File: src/rtl/enc_defines.sv
// Shared definitions for the motion-vector-difference Exp-Golomb decoder:
// field widths, prefix limit, FSM encoding and the codeNum prefix helper.
package enc_defines;

    localparam int FMVD_LEN   = 11;  // signed quarter-pel mvd width
    localparam int SE_LEN     = 5;   // width of one element length (max 21)
    localparam int MAX_PREFIX = 10;  // longest legal zero prefix
    localparam int LEN_W      = 6;   // width of the pair length (max 42)
    localparam int ZCNT_W     = 4;   // zero / suffix counter width

    typedef enum logic [1:0] {
        ST_IDLE   = 2'd0,
        ST_PREFIX = 2'd1,
        ST_SUFFIX = 2'd2,
        ST_OUT    = 2'd3
    } mvd_state_e;

    // Offset contributed by an L-bit zero prefix: 2^L - 1.
    function automatic logic [FMVD_LEN-1:0] prefix_base(input logic [ZCNT_W-1:0] l);
        return (FMVD_LEN'(1) << l) - FMVD_LEN'(1);
    endfunction

endpackage

File: src/rtl/ime_se_map.sv
// Combinational se(v) mapping: odd codeNum k -> +(k+1)/2, even k -> -(k/2).
module ime_se_map
    import enc_defines::*;
(
    input  logic        [FMVD_LEN-1:0] code_num,
    output logic signed [FMVD_LEN-1:0] se_val
);

    logic [FMVD_LEN-1:0] half;

    assign half = {1'b0, code_num[FMVD_LEN-1:1]};

    // Odd codes are positive (floor(k/2)+1), even codes negative (-(k/2)); 0 stays 0.
    always_comb begin
        if (code_num[0]) begin
            se_val = $signed(half + FMVD_LEN'(1));
        end else begin
            se_val = $signed(-half);
        end
    end

endmodule

File: src/rtl/ime_mvd_expg_dec.sv
// Decodes an (x, y) pair of signed Exp-Golomb se(v) codes from a serial,
// MSB-first bitstream into quarter-pel motion vector differences.
//
// Handshakes: a bit moves when bit_valid_i && bit_ready_o at a rising clk
// edge; a pair moves when out_valid_o && out_ready_i at a rising clk edge.
// While out_valid_o is high its data is held and bit_ready_o stays low.
module ime_mvd_expg_dec
    import enc_defines::*;
(
    input  logic                       clk,
    input  logic                       rstn,
    input  logic                       clr_i,
    input  logic                       bit_i,
    input  logic                       bit_valid_i,
    output logic                       bit_ready_o,
    output logic signed [FMVD_LEN-1:0] mvd_x_o,
    output logic signed [FMVD_LEN-1:0] mvd_y_o,
    output logic        [LEN_W-1:0]    len_o,
    output logic                       out_valid_o,
    input  logic                       out_ready_i,
    output logic                       err_o,
    output mvd_state_e                 dbg_state
);

    mvd_state_e                 state;
    logic        [ZCNT_W-1:0]   zcnt;      // prefix length L of current element
    logic        [ZCNT_W-1:0]   scnt;      // suffix bits still to collect
    logic        [MAX_PREFIX-1:0] suffix;
    logic                       is_y;      // current element is the y component
    logic signed [FMVD_LEN-1:0] x_hold;
    logic        [SE_LEN-1:0]   len_x;

    logic                       bit_acc;
    logic                       in_prefix;
    logic        [MAX_PREFIX-1:0] suffix_nxt;
    logic        [FMVD_LEN-1:0] code_num;
    logic signed [FMVD_LEN-1:0] se_val;
    logic        [SE_LEN-1:0]   elem_len;
    logic                       elem_done;

    assign dbg_state  = state;
    assign bit_acc    = bit_valid_i & bit_ready_o;
    assign in_prefix  = (state == ST_IDLE) || (state == ST_PREFIX);
    assign suffix_nxt = {suffix[MAX_PREFIX-2:0], bit_i};
    assign elem_len   = {zcnt, 1'b1};

    // codeNum of the element finishing this cycle; a lone '1' prefix gives 0.
    assign code_num = (state == ST_SUFFIX) ? prefix_base(zcnt) + {1'b0, suffix_nxt}
                                           : '0;

    // Element completes on a '1' with empty prefix or on the last suffix bit.
    assign elem_done = bit_acc &&
                       ((in_prefix && bit_i && (zcnt == '0)) ||
                        ((state == ST_SUFFIX) && (scnt == ZCNT_W'(1))));

    ime_se_map u_se_map (
        .code_num (code_num),
        .se_val   (se_val)
    );

    // Decode FSM with registered outputs; clr_i overrides every state.
    always_ff @(posedge clk or negedge rstn) begin
        if (!rstn) begin
            state       <= ST_IDLE;
            zcnt        <= '0;
            scnt        <= '0;
            suffix      <= '0;
            is_y        <= 1'b0;
            x_hold      <= '0;
            len_x       <= '0;
            mvd_x_o     <= '0;
            mvd_y_o     <= '0;
            len_o       <= '0;
            out_valid_o <= 1'b0;
            err_o       <= 1'b0;
            bit_ready_o <= 1'b0;
        end else begin
            err_o       <= 1'b0;
            bit_ready_o <= 1'b1;
            if (clr_i) begin
                state       <= ST_IDLE;
                zcnt        <= '0;
                scnt        <= '0;
                suffix      <= '0;
                is_y        <= 1'b0;
                out_valid_o <= 1'b0;
            end else begin
                case (state)
                    ST_IDLE, ST_PREFIX: begin
                        if (bit_acc && !bit_i) begin
                            if (zcnt == ZCNT_W'(MAX_PREFIX)) begin
                                // Prefix too long: drop the whole pair.
                                err_o <= 1'b1;
                                state <= ST_IDLE;
                                zcnt  <= '0;
                                is_y  <= 1'b0;
                            end else begin
                                zcnt  <= zcnt + ZCNT_W'(1);
                                state <= ST_PREFIX;
                            end
                        end else if (bit_acc && (zcnt != '0)) begin
                            state  <= ST_SUFFIX;
                            scnt   <= zcnt;
                            suffix <= '0;
                        end
                    end
                    ST_SUFFIX: begin
                        if (bit_acc) begin
                            suffix <= suffix_nxt;
                            scnt   <= scnt - ZCNT_W'(1);
                        end
                    end
                    ST_OUT: begin
                        if (out_ready_i) begin
                            out_valid_o <= 1'b0;
                            state       <= ST_IDLE;
                        end else begin
                            bit_ready_o <= 1'b0;
                        end
                    end
                    default: state <= ST_IDLE;
                endcase

                if (elem_done) begin
                    zcnt <= '0;
                    if (!is_y) begin
                        x_hold <= se_val;
                        len_x  <= elem_len;
                        is_y   <= 1'b1;
                        state  <= ST_PREFIX;
                    end else begin
                        mvd_x_o     <= x_hold;
                        mvd_y_o     <= se_val;
                        len_o       <= {1'b0, len_x} + {1'b0, elem_len};
                        out_valid_o <= 1'b1;
                        bit_ready_o <= 1'b0;
                        is_y        <= 1'b0;
                        state       <= ST_OUT;
                    end
                end
            end
        end
    end

endmodule

File: config.mk
export PLATFORM = sky130hd
export DESIGN_NAME = ime_mvd_expg_dec
export DESIGN_NICKNAME = d
export VERILOG_FILES = /design/src/rtl/enc_defines.sv /design/src/rtl/ime_se_map.sv /design/src/rtl/ime_mvd_expg_dec.sv
export SDC_FILE = /design/constraint.sdc
export NUM_CORES = 1
export LEC_CHECK = 0
export BUFFER_PORTS_ARGS = -buffer_cell sky130_fd_sc_hd__buf_2
export CORE_UTILIZATION = 30
export CTS_CLUSTER_DIAMETER = 100
export DETAILED_ROUTE_END_ITERATION = 8
export PLACE_DENSITY = 0.57
export SLEW_MARGIN = 25
export SYNTH_ARGS = -nofsm -noshare
export SYNTH_HDL_FRONTEND = slang
export SYNTH_HIERARCHICAL = 1
export SYNTH_SLANG_ARGS = --single-unit
File: constraint.sdc
create_clock -name clk -period 3.9 [get_ports clk]
set_input_delay 0 -clock clk [delete_from_list [all_inputs] [get_ports clk]]
set_output_delay 0 -clock clk [all_outputs]
set_load 0.1 [all_outputs]
==> results.yml, run 1 <==
critical_path:
  cp_num_buf_inv: 1
  cp.arrival_ns: 3.91
  crit_path_frequent_cell: "nor2_1"
  startpoint: "zcnt[2]"
  cp_max_fo: 9
  path_class: "flip-flop to flip-flop"
  path_cells: "nor2_1 -> nand2_1 -> ha_1 -> inv_1 -> ha_1 -> a21oi_1 -> o211ai_1 -> nor2_1 -> xor2_1 -> nor2_1 -> nand4_2 -> o21a_1 -> a311oi_2 -> xor2_1 -> mux2_4"
  worstPathRequired_ns: 4.12
  critical_path.max_stage_delay_ns: 0.48
  crit_path_start_kind: "flip-flop"
  critPathTopFamily: "simple AND/OR/NAND/NOR gates"
  end_kind: "flip-flop"
  cp_slowest_cell: "dfrtp_2"
  r2r-start: "zcnt[2]"
floorplanning:
  core_sq_um: 13300
  die_width_microns: 118.8
  start_util_pct: 30.76
  die_h_microns: 118.8
  rows: 42
  pin_count: 39
  dieArea_sq_um: 14110
sta:
  worstMarginPinSlew_ns: 0.9513
  setup_viol: 0
  relSlewSlack_pct: 36.58
  slew_violations: 0
  fmax_mhz: 270.6
  rsz0062_at_grt: "yes"
  layout_min_cycle_time_ns: 3.696
  hold-worst-slack_ns: 0.09191
  setup_tns_ns: 0
  hold_viol: 0
  fin_skew_ns: 0.007897
  post-route-period-util_pct: 94.77
synthesis:
  ys_ff_latch: 67
  yosysSeqAreaShare_pct: 40.99
  synth_area_sq_um: 4090
  syn_nets: 456
  yosysWarnings: 6
  ys.flop_type: "dfrtp_1"
  syn_area_per_cell_sq_um: 9.762
  ys_types: 49
  synth-edff-count: 0
  ys_async_sr_fraction_pct: 100.0
  netlist_instances: 419
routing:
  drt_wl_total_microns: 8525
  wire_per_inst_microns: 13.06
  dr.pass1.iters: 4
  drt-initial-drc-count: 152
  remaining_drc_errors: 0
  postRouteAntennaNets: 0
  vias: 3110
  via_per_inst: 4.763
place:
  hpwl_microns: 6246
  gp_congestion: 0.8339
  port_buffers: 38
min_path:
  hp-class: "input port to flip-flop"
  min_from: "clr_i"
finish:
  fillers: 1348
  n_antenna_cell: 0
  register_area_sq_um: 1682
  final_nets: 509
  mostFrequentLayoutCells: "dfrtp_1 (63), nand2_1 (48), inv_1 (44)"
  areaGrowthSynthToFinish_pct: 20.43
  drive_above_1_share_pct: 26.21
  multi_input_area_sq_um: 2197
  final_common_cell: "dfrtp_1"
cts:
  cts-root-buf: "clkbuf_16"
  ctsHtreeMaxLevel: 3
  clock_latency_ns: 0.34
  tritoncts: "done"
  cts_made_buffers: 9
  clock-sinks: 67
  clock_path_buffers: 2
  clkTransAtPathRegs_ns: 0.06
status:
  outcome: "completed"
global_routing:
  antenna_found_initial: 0
  grt_overflow: 0
  grt_pass1_vias: 3063
  grt_pass1_wl_microns: 14770
  grt_max_degree: 52
  track_usage_pct: 13.28
flow_run:
  cap_violations: 0
power_and_ir_drop:
  ir_worst_vdd_mv: 0.2322
  leakage_nw: 2.410
  powerDensity_nw_per_um2: 537.3
==> state kept, by name (all words and copies together) (netlist names) <==
register / cells
bit_ready_o: 1
dbg_state: 2
err_o: 1
is_y: 1
len_o: 6
len_x: 5
mvd_x_o: 11
mvd_y_o: 11
out_valid_o: 1
scnt: 4
suffix: 9
x_hold: 11
zcnt: 4
==> cells by family after synthesis <==
family	after synthesis	synth area share, %
and+or+nand+nor	117	14.41
AOI/OAI and AO/OA	88	13.77
DFF	67	40.99
buffers and inverters	62	6.424
muxes	38	11.13
adders and majority gates	31	9.850
xor gates and xnor gates	16	3.426
==> power breakdown <==
part           total (mW)  leakage (nW)  switching, mW  internal, mW
combinational       0.960          1.37          0.708         0.252
clock               0.813         0.139          0.302         0.511
sequential          0.873         0.900         0.0641         0.809
==> cells in the mapped netlist, drive strengths merged (4+ instances only) <==
| library cell | count | area [sq um] |
|---|---|---|
| nor3 | 10 | 55.05 |
| nand2 | 48 | 180.2 |
| xor2 | 8 | 70.07 |
| clkbuf | 8 | 30.03 |
| ha | 29 | 362.9 |
| nor2b | 5 | 31.28 |
| o31a | 4 | 35.03 |
| o21a | 7 | 52.55 |
| nor2 | 23 | 86.33 |
| inv | 44 | 165.2 |
| xnor2 | 8 | 70.07 |
| o21ai | 26 | 130.1 |
| nand3 | 12 | 72.57 |
| a21oi | 20 | 100.1 |
| a31oi | 6 | 37.54 |
| o31ai | 5 | 37.54 |
| buf | 10 | 67.56 |
| dfrtp | 67 | 1677 |
| a211oi | 4 | 30.03 |
| a21o | 4 | 30.03 |
| mux2 | 36 | 435.4 |
==> final cells by class <==
class	count	share of cell area, %
clock buffers	12	5.004
clock inverters	4	1.016
inverters	44	3.353
multi-input cells	290	44.60
flip-flops and latches	67	34.14
well taps	176	4.470
repair buffers	60	7.417
==> through the flow <==
| step | total power, mW | instances | instance area (sq um) | setup slack, ns | utilization (%) |
|---|---|---|---|---|---|
| 4_1_cts | 2.672 | 651 | 4870 | 0.09081 | 36.63 |
| 5_1_grt | 2.773 | 653 | 4926 | -0.03112 | 37.05 |
| 3_5_place_dp | 1.842 | 631 | 4533 | 0.1225 | 34.10 |
| 3_3_place_gp | 1.828 | 631 | 4533 | 0.1673 | 34.10 |
| 6_report | 2.647 | 653 | 4926 | 0.2040 | 37.05 |
| 2_1_floorplan | 1.671 | 419 | 4100 | 0.008693 | - |
==> path summary, 6_finish.rpt <==
| check | endpoint | slack [ns] | cells after the start |
|---|---|---|---|
| max in group asynchronous | zcnt[1] | 2.74 | 3 |
| worst max register to register | x_hold[8] | 0.20 | 15 |
| min in group asynchronous | len_o[0] | 0.15 | 2 |
| worst min register to register | len_o[2] | 0.47 | 2 |
| worst min-delay path | dbg_state[1] | 0.09 | 2 |
| worst max-delay path | x_hold[8] | 0.20 | 15 |
==> metal layers <==
layer	GRT usage (%)	vias up	share of wire, %
met5	0	-	0
met4	5.934	0	1.9
met3	3.137	12	3.6
met2	21.27	50	45
met1	16.94	1489	49
li1	-	1559	-
==> what timing repair did <==
item / CTS / global route
resized for setup: 0 / 11
endpoints found under the hold margin: 19 / 0
setup endpoints to repair: 0 / 8
setup buffers: 0 / 2
hold buffers: 4 / 0
No activity file was read; power rests on OpenSTA's default activity.
==> inputs of run 2 (changes only) <==
--- a/config.mk
+++ b/config.mk
@@ -9,7 +9,7 @@
 export CORE_UTILIZATION = 30
 export CTS_CLUSTER_DIAMETER = 100
 export DETAILED_ROUTE_END_ITERATION = 8
-export PLACE_DENSITY = 0.57
+export PLACE_DENSITY = 0.55
 export SLEW_MARGIN = 25
 export SYNTH_ARGS = -nofsm -noshare
 export SYNTH_HDL_FRONTEND = slang
==> constraint.sdc (replaced) <==
create_clock -name clk -period 3.7 [get_ports clk]
set_input_delay 0 -clock clk [delete_from_list [all_inputs] [get_ports clk]]
set_output_delay 0 -clock clk [all_outputs]
set_load 0.1 [all_outputs]
==> results.yml, run 2 (synthesis gave the netlist of run 1 again) <==
status:
  outcome: "completed"
global_routing:
  grt_max_degree: 37
  antenna_found_initial: 0
  grt_pass1_vias: 3102
  grt_overflow: 0
  track_usage_pct: 13.15
  grt_pass1_wl_microns: 14860
finish:
  multi_input_area_sq_um: 2311
  register_area_sq_um: 1682
  final_cells: 669
  design_area_sq_um: 5156
  final_common_cell: "dfrtp_1"
  areaGrowthSynthToFinish_pct: 26.06
  mostFrequentLayoutCells: "dfrtp_1 (63), nand2_1 (47), inv_1 (38), buf_2 (38), buf_4 (33)"
  fillers: 1282
  top_regs: "mvd_x_o: 11 flops, mvd_y_o: 11 flops, x_hold: 11 flops"
  drive_above_1_share_pct: 33.27
  n_antenna_cell: 0
  final_nets: 525
place:
  placed_cell_area_sq_um: 4598
  post-place-cells: 639
  gp_congestion: 0.8237
  hpwl_microns: 6356
  port_buffers: 38
floorplanning:
  dieArea_sq_um: 14110
  die_h_microns: 118.8
  pin_count: 39
  core_sq_um: 13300
  rows: 42
  die_width_microns: 118.8
  start_util_pct: 30.76
routing:
  vias: 3203
  postRouteAntennaNets: 0
  drt_wl_total_microns: 8820
  drt-initial-drc-count: 126
  via_per_inst: 4.788
  remaining_drc_errors: 0
  dr.pass1.iters: 4
  wire_per_inst_microns: 13.18
critical_path:
  cp_num_buf_inv: 3
  cp.arrival_ns: 3.76
  r2r_setup_slack_ns: 0.15
  cp_slowest_cell: "dfrtp_2"
  critPathTopFamily: "compound AO/OA/AOI/OAI gates"
  end_kind: "flip-flop"
  crit_path_start_kind: "flip-flop"
  critical_path.max_stage_delay_ns: 0.49
  r2r_cells: 18
  path_cells: "nor2_4 -> nand2_1 -> ha_1 -> inv_2 -> ha_4 -> inv_2 -> fa_2 -> nor2b_2 -> o31a_1 -> buf_4 -> o21a_1 -> o21a_1 -> nor3_2 -> nand3_1 -> o31a_1 -> a31oi_2 -> xor2_1 -> mux2_4"
  worstPathRequired_ns: 3.91
  path_class: "flip-flop to flip-flop"
  cp_max_fo: 8
  crit_cells: 18
sta:
  relSlewSlack_pct: 38.72
  post-route-period-util_pct: 95.87
  worstMarginPinSlew_ns: 0.9192
  layout_min_cycle_time_ns: 3.547
  hold_viol: 0
  setup_viol: 0
  fin_skew_ns: 0.009377
  slew_violations: 0
  fmax_mhz: 281.9
  rsz0062_at_grt: "yes"
cts:
  cts-root-buf: "clkbuf_16"
  clkTransAtPathRegs_ns: 0.06
  tritoncts: "done"
  clock_path_buffers: 2
  clock-sinks: 67
  ctsHtreeMaxLevel: 3
  clock_latency_ns: 0.33
  cts_made_buffers: 9
flow_run:
  cap_violations: 0
power_and_ir_drop:
  design_power_total_mw: 2.803
  leakage_nw: 2.497
  ir_worst_vdd_mv: 0.2079
  powerDensity_nw_per_um2: 543.7
min_path:
  holdPathStages: 2
  hp-class: "input port to flip-flop"
## run 2: changes by cell type in the layout (fill, tap and decap cells not counted), moves of 2 or more
cell / change
a21oi_1: -2
a21oi_2: +2
buf_4: +15
clkbuf_1: +2
clkinvlp_4: -2
ha_1: -7
ha_2: +3
ha_4: +4
inv_1: -6
inv_2: +6
nor2_1: -4
nor2_2: +2
nor2_4: +2
## run 2: cell type report
class                      instances  area share [%]
multi-input combinational        290           44.82
sequential                        67           32.61
timing repair buffer              76           9.488
clock buffer                      14           4.926
tap                              176           4.271
inverter                          44           3.203
clock inverter                     2          0.6794
## run 2: power by group
group	total [mW]	switching (mW)	leakage (nW)	internal (mW)
logic	1.05	0.759	1.46	0.292
clock network	0.831	0.292	0.141	0.539
registers	0.922	0.0683	0.900	0.853
## run 2: layer usage
| layer | routed length, microns | share of wire [%] | vias to the layer above | GRT usage (%) |
|---|---|---|---|---|
| met5 | 0 | 0 | - | 0 |
| met4 | 127 | 1.4 | 0 | 5.934 |
| met3 | 283 | 3.2 | 7 | 2.703 |
| met2 | 4262 | 48 | 49 | 21.56 |
| met1 | 4146 | 47 | 1566 | 16.58 |
| li1 | - | - | 1581 | - |
## run 2: metrics by stage
stage	TNS (ns)	util [%]	worst slack, ns	hold WS, ns
after detailed placement	0	34.59	0.007344	0.1168
after floorplan	0	-	0.006424	-0.2956
final	0	38.78	0.1527	0.08545
after global routing	-0.1566	38.78	-0.07362	0.1233
after global placement	0	34.59	0.1047	0.1099
after CTS	0	37.08	0.006958	0.06976
## run 2: timing repair
| action | in CTS | in global routing |
|---|---|---|
| resized for setup | 2 | 39 |
| hold endpoints to repair | 37 | 0 |
| pin swaps | 0 | 16 |
| endpoints found under the setup margin | 2 | 12 |
| hold buffers | 4 | 0 |
| buffers inserted | 0 | 10 |
## run 2: final timing paths
kind,startpoint,endpoint
worst max register to register,zcnt[2],x_hold[9]
min in group asynchronous,rstn,x_hold[6]
worst min-delay path,clr_i,dbg_state[1]
max in group asynchronous,rstn,zcnt[1]
worst max-delay path,zcnt[2],x_hold[9]
worst min register to register,len_o[4],len_o[4]
